**src/rtl/mul_8x8.sv**
```systemverilog
// Sequential unsigned shift-and-add multiplier, WIDTH x WIDTH -> 2*WIDTH, one partial product per clock.
// Latency: WIDTH work cycles after the accepting edge; busy_o is high for exactly WIDTH cycles.
// Backpressure: start_i is a level request sampled only in IDLE; inputs are ignored while busy.
module mul_8x8 #(
    parameter int WIDTH = 8
) (
    input  logic               clk_i,
    input  logic               rst_i,
    input  logic [WIDTH-1:0]   a_bi,
    input  logic [WIDTH-1:0]   b_bi,
    input  logic               start_i,
    output logic               busy_o,
    output logic [2*WIDTH-1:0] y_bo
);

    // Counter wide enough to index every multiplier bit (at least one bit).
    localparam int CW = (WIDTH > 1) ? $clog2(WIDTH) : 1;
    localparam logic [CW-1:0] CTR_LAST = CW'(WIDTH - 1);

    typedef enum logic {
        S_IDLE = 1'b0,
        S_WORK = 1'b1
    } state_t;

    state_t             state;
    logic [WIDTH-1:0]   a_r;
    logic [WIDTH-1:0]   b_r;
    logic [2*WIDTH-1:0] acc;
    logic [CW-1:0]      ctr;

    logic [2*WIDTH-1:0] addend;
    logic [2*WIDTH-1:0] acc_next;
    logic               ctr_last;

    // Partial product for the current bit and the single shared adder.
    always_comb begin
        addend   = '0;
        if (b_r[ctr]) begin
            addend = {{WIDTH{1'b0}}, a_r} << ctr;
        end
        acc_next = acc + addend;
        ctr_last = (ctr == CTR_LAST);
    end

    // Control FSM with registered busy/result; the result register only
    // changes at completion, so partial sums are never visible on y_bo.
    always_ff @(posedge clk_i or negedge rst_i) begin
        if (!rst_i) begin
            state  <= S_IDLE;
            a_r    <= '0;
            b_r    <= '0;
            acc    <= '0;
            ctr    <= '0;
            busy_o <= 1'b0;
            y_bo   <= '0;
        end else begin
            case (state)
                S_IDLE: begin
                    if (start_i) begin
                        a_r    <= a_bi;
                        b_r    <= b_bi;
                        acc    <= '0;
                        ctr    <= '0;
                        busy_o <= 1'b1;
                        state  <= S_WORK;
                    end
                end
                S_WORK: begin
                    acc <= acc_next;
                    ctr <= ctr + CW'(1);
                    if (ctr_last) begin
                        y_bo   <= acc_next;
                        busy_o <= 1'b0;
                        state  <= S_IDLE;
                    end
                end
                default: begin
                    state  <= S_IDLE;
                    busy_o <= 1'b0;
                end
            endcase
        end
    end

endmodule

```
**config.mk**
```make
export PLATFORM = sky130hd
export DESIGN_NAME = mul_8x8
export DESIGN_NICKNAME = d
export VERILOG_FILES = /design/src/rtl/mul_8x8.sv
export SDC_FILE = /design/constraint.sdc
export NUM_CORES = 1
export LEC_CHECK = 0
export CORE_UTILIZATION = 30
export DETAILED_ROUTE_END_ITERATION = 12
export GPL_TIMING_DRIVEN = 0
export PLACE_DENSITY = 0.62
export SLEW_MARGIN = 30
export SYNTH_ARGS = -nofsm -noshare
export SYNTH_HDL_FRONTEND = slang
export SYNTH_SLANG_ARGS = --single-unit
```
**constraint.sdc**
```tcl
create_clock -name clk_i -period 3.43 [get_ports clk_i]
set_input_delay 1.029 -clock clk_i [delete_from_list [all_inputs] [get_ports clk_i]]
set_output_delay 1.029 -clock clk_i [all_outputs]
set_load 0.01 [all_outputs]
```
==> out/qor.yml <==
hold_depth: 2
swShare: 0.4190
synth.cell_area_um2: 3062
ctsHoldBuffers: 0
required_ns: 3.63
grt_pass1_vias: 2396
leakage_uw: 0.001674
area_delta_synth_final_pct: 22.93
cts.clk_slew.worst_paths_ns: 0.09
synth_nets: 334
hold_class: "reg2reg"
clock_sinks: 53
grt_max_degree: 32
fp.dieW_um: 103.0
groute.usage.overall: 0.1407
criticalPathCategory: "reg2reg"
dp_hpwl_mm: 5.003
dieArea_um2: 10610
io_buffers: 35
yosysSeqAreaShare: 0.4332
max_freq_mhz: 304.3
drt_wl_total_mm: 6.649
cp-start-kind: "flop"
synth_top_flop_cell: "dfrtp_1"
clock_latency_ns: 0.31
ios: 36
ctsRootBufferMaster: "clkbuf_8"
slew-limit-headroom: 0.5438
crit_arrival_ns: 3.49
status: "finished, final reports clean"
ir_drop_uv: 344.1
finalMaxSlewViolations: 0
hold_viol_final: 0
worstSetupEndpointType: "flop"
core-area_um2: 9819
grt_pass1_wl_mm: 11.56
p_per_area_nw_per_um2: 1082
synthCells: 297
syn_avg_cell_area_um2: 10.31
cts_buffers: 5
worst-slew-pin-transition_ns: 0.6817
drc: 0
p_seq_frac: 0.280
cts_tree: "done"
ys_types: 45
via_per_inst: 4.910
clkPwrFrac: 0.088
async_flop_share: 1.000
skew_ns: 0.002912
rr_worst_depth: 12
die_height_um: 103.0
diodes: 0
ys_seq_elements: 53
synth-edff-count: 0
num_rows: 36
p_sw_uw: 1706
final_util: 0.3833
antenna_found_initial: 0
ant_nets: 0
r2r_end: "y_bo[10]"
drive_gt1_frac: 0.1860
min_delay_worst_endpoint: "y_bo[15]"
setup_violations: 0
drt-initial-drc-count: 101
regToRegSetupSlack_ns: 0.14
start_util: 0.3118
min_period_ns: 3.286
dr_total_vias: 2342
holdWs_ns: 0.4841
routabilityCongestion: 0.8596
cap_violations: 0
intPower_uw: 2366
r2r_start: "ctr[0]"
clk_path_buf_depth: 2
wl_per_cell_um: 13.94
grt_overflow: 0
yosys_warnings: 0
cts_htree_levels: 2
crit_fanout: 6
hold_path.startpoint: "y_bo[15]"
comb_power_share: 0.632
fin_nets: 381
firstDrtPassIters: 4
fin_crit_sh: 0.9581
==> cell type report <==
| class | count | area (um^2) |
|---|---|---|
| Buffer | 11 | 55.05 |
| Clock buffer | 7 | 86.33 |
| Fill cell | 1022 | 6056 |
| Inverter | 6 | 22.52 |
| Multi-Input combinational cell | 225 | 1693 |
| Sequential cell | 53 | 1328 |
| Tap cell | 133 | 166.4 |
| Timing Repair Buffer | 42 | 412.9 |
==> layout by cell type, fill, tap and decap left out, types with 2 or more instances in the layout <==
cell type	instances
dfrtp_1	52
clkdlybuf4s50_1	34
nor2_1	33
mux2_2	32
nand2_1	26
a21oi_1	18
ha_1	17
a22o_1	14
o21ai_0	9
clkbuf_1	7
buf_4	7
nand3_1	6
inv_1	6
xor2_1	6
xnor2_1	6
clkbuf_8	6
nor3_1	5
o211ai_1	4
nor2b_1	3
mux2i_1	3
a211oi_1	3
o31ai_1	3
mux4_2	2
and3_1	2
a31oi_1	2
buf_2	2
a21o_1	2
nand4_1	2
o21bai_1	2
o21a_1	2
a21oi_2	2
==> per-layer routing <==
layer	wire length, um	GRT usage	vias to the layer above
met5	0	0	-
li1	-	-	1168
met3	277	0.02847	8
met1	3190	0.1859	1130
met4	83	0.03684	0
met2	3098	0.2349	36
==> cell usage after synthesis, drive strengths merged (2+ instances only) <==
cell type	count	area, um^2
xor2	6	52.55
o211ai	4	30.03
o31ai	3	22.52
a21oi	20	100.1
buf	5	23.77
mux2i	4	40.04
nor2b	3	18.77
nor3	5	25.02
dfrtp	53	1326
mux4	2	45.04
and2	2	12.51
a31oi	2	12.51
o21a	2	15.01
mux2	33	375.4
nand2	28	105.1
a21o	3	23.77
o21bai	2	15.01
o21ai	9	45.04
inv	6	22.52
nor2	33	123.9
a22o	14	122.6
ha	17	212.7
nand4	2	12.51
xnor2	6	52.55
nand3	6	30.03
clkbuf	8	30.03
and3	2	12.51
a211oi	4	35.03
==> flip-flops by register name, summed over array words and instances, names as in the netlist <==
signal / cells
busy_o: 1
y_bo: 16
acc: 16
b_r: 8
ctr: 3
a_r: 8
state: 1
==> cells by family (layout without fill, tap and decap cells) <==
logic type      count (synthesis)  in the layout  synth area share
flops                          53             53            0.4332
buf+inv                        19             66           0.02493
fa+ha+maj                      18             18           0.07601
mux                            39             39            0.1504
xor+xnor                       12             12           0.03433
compound gates                 70             70            0.1577
simple gates                   86             86            0.1234
==> critical path, cell delays in order (launching register included) <==
cell and delay (ns):
dfrtp_1 0.37, buf_6 0.14, mux4_2 0.54, nand2_4 0.11, nor2_1 0.06, ha_1 0.22
fa_2 0.42, a211oi_2 0.27, o21bai_1 0.12, a221o_1 0.33, a31oi_1 0.22, xnor2_1 0.11
mux2_4 0.26
==> per-stage QoR <==
step | std cells | setup TNS [ns] | area, um^2 | setup WS [ns] | power, uW
2_1_floorplan | 297 | 0 | 3062 | 0.2284 | 2941
3_3_place_gp | 465 | -16.55 | 3578 | -0.3093 | 3552
3_5_place_dp | 466 | -0.7945 | 3596 | -0.2152 | 3595
4_1_cts | 471 | 0 | 3681 | 0.02533 | 3973
5_1_grt | 477 | -0.005785 | 3764 | -0.005785 | 4457
6_report | 477 | 0 | 3764 | 0.1436 | 4072
==> worst max-delay path by stage <==
stage          startpoint  slack (ns)  endpoint  cells past startpoint
2_1_floorplan      ctr[0]        0.23  y_bo[10]                     13
3_3_place_gp        rst_i       -0.31   y_bo[6]                      1
3_5_place_dp       ctr[0]       -0.22  y_bo[10]                     13
4_1_cts            ctr[0]        0.03  y_bo[10]                     12
5_1_grt            ctr[0]      -0.006  y_bo[10]                     12
6_report           ctr[0]        0.14  y_bo[10]                     12
==> power groups by stage <==
| stage | registers [uW] | logic, uW | clock network [uW] |
|---|---|---|---|
| after floorplan | 1130 | 1810 | 0 |
| after global placement | 1130 | 2420 | 0 |
| after detailed placement | 1140 | 2460 | 0 |
| after CTS | 1140 | 2460 | 374 |
| after global routing | 1190 | 2870 | 397 |
| final | 1140 | 2570 | 359 |
==> repair_timing <==
item | CTS | global route
pin swaps | 0 | 6
resized for setup | 2 | 12
setup buffers | 0 | 6
setup endpoints to repair | 13 | 14
No activity file was read; power rests on OpenSTA's default activity.
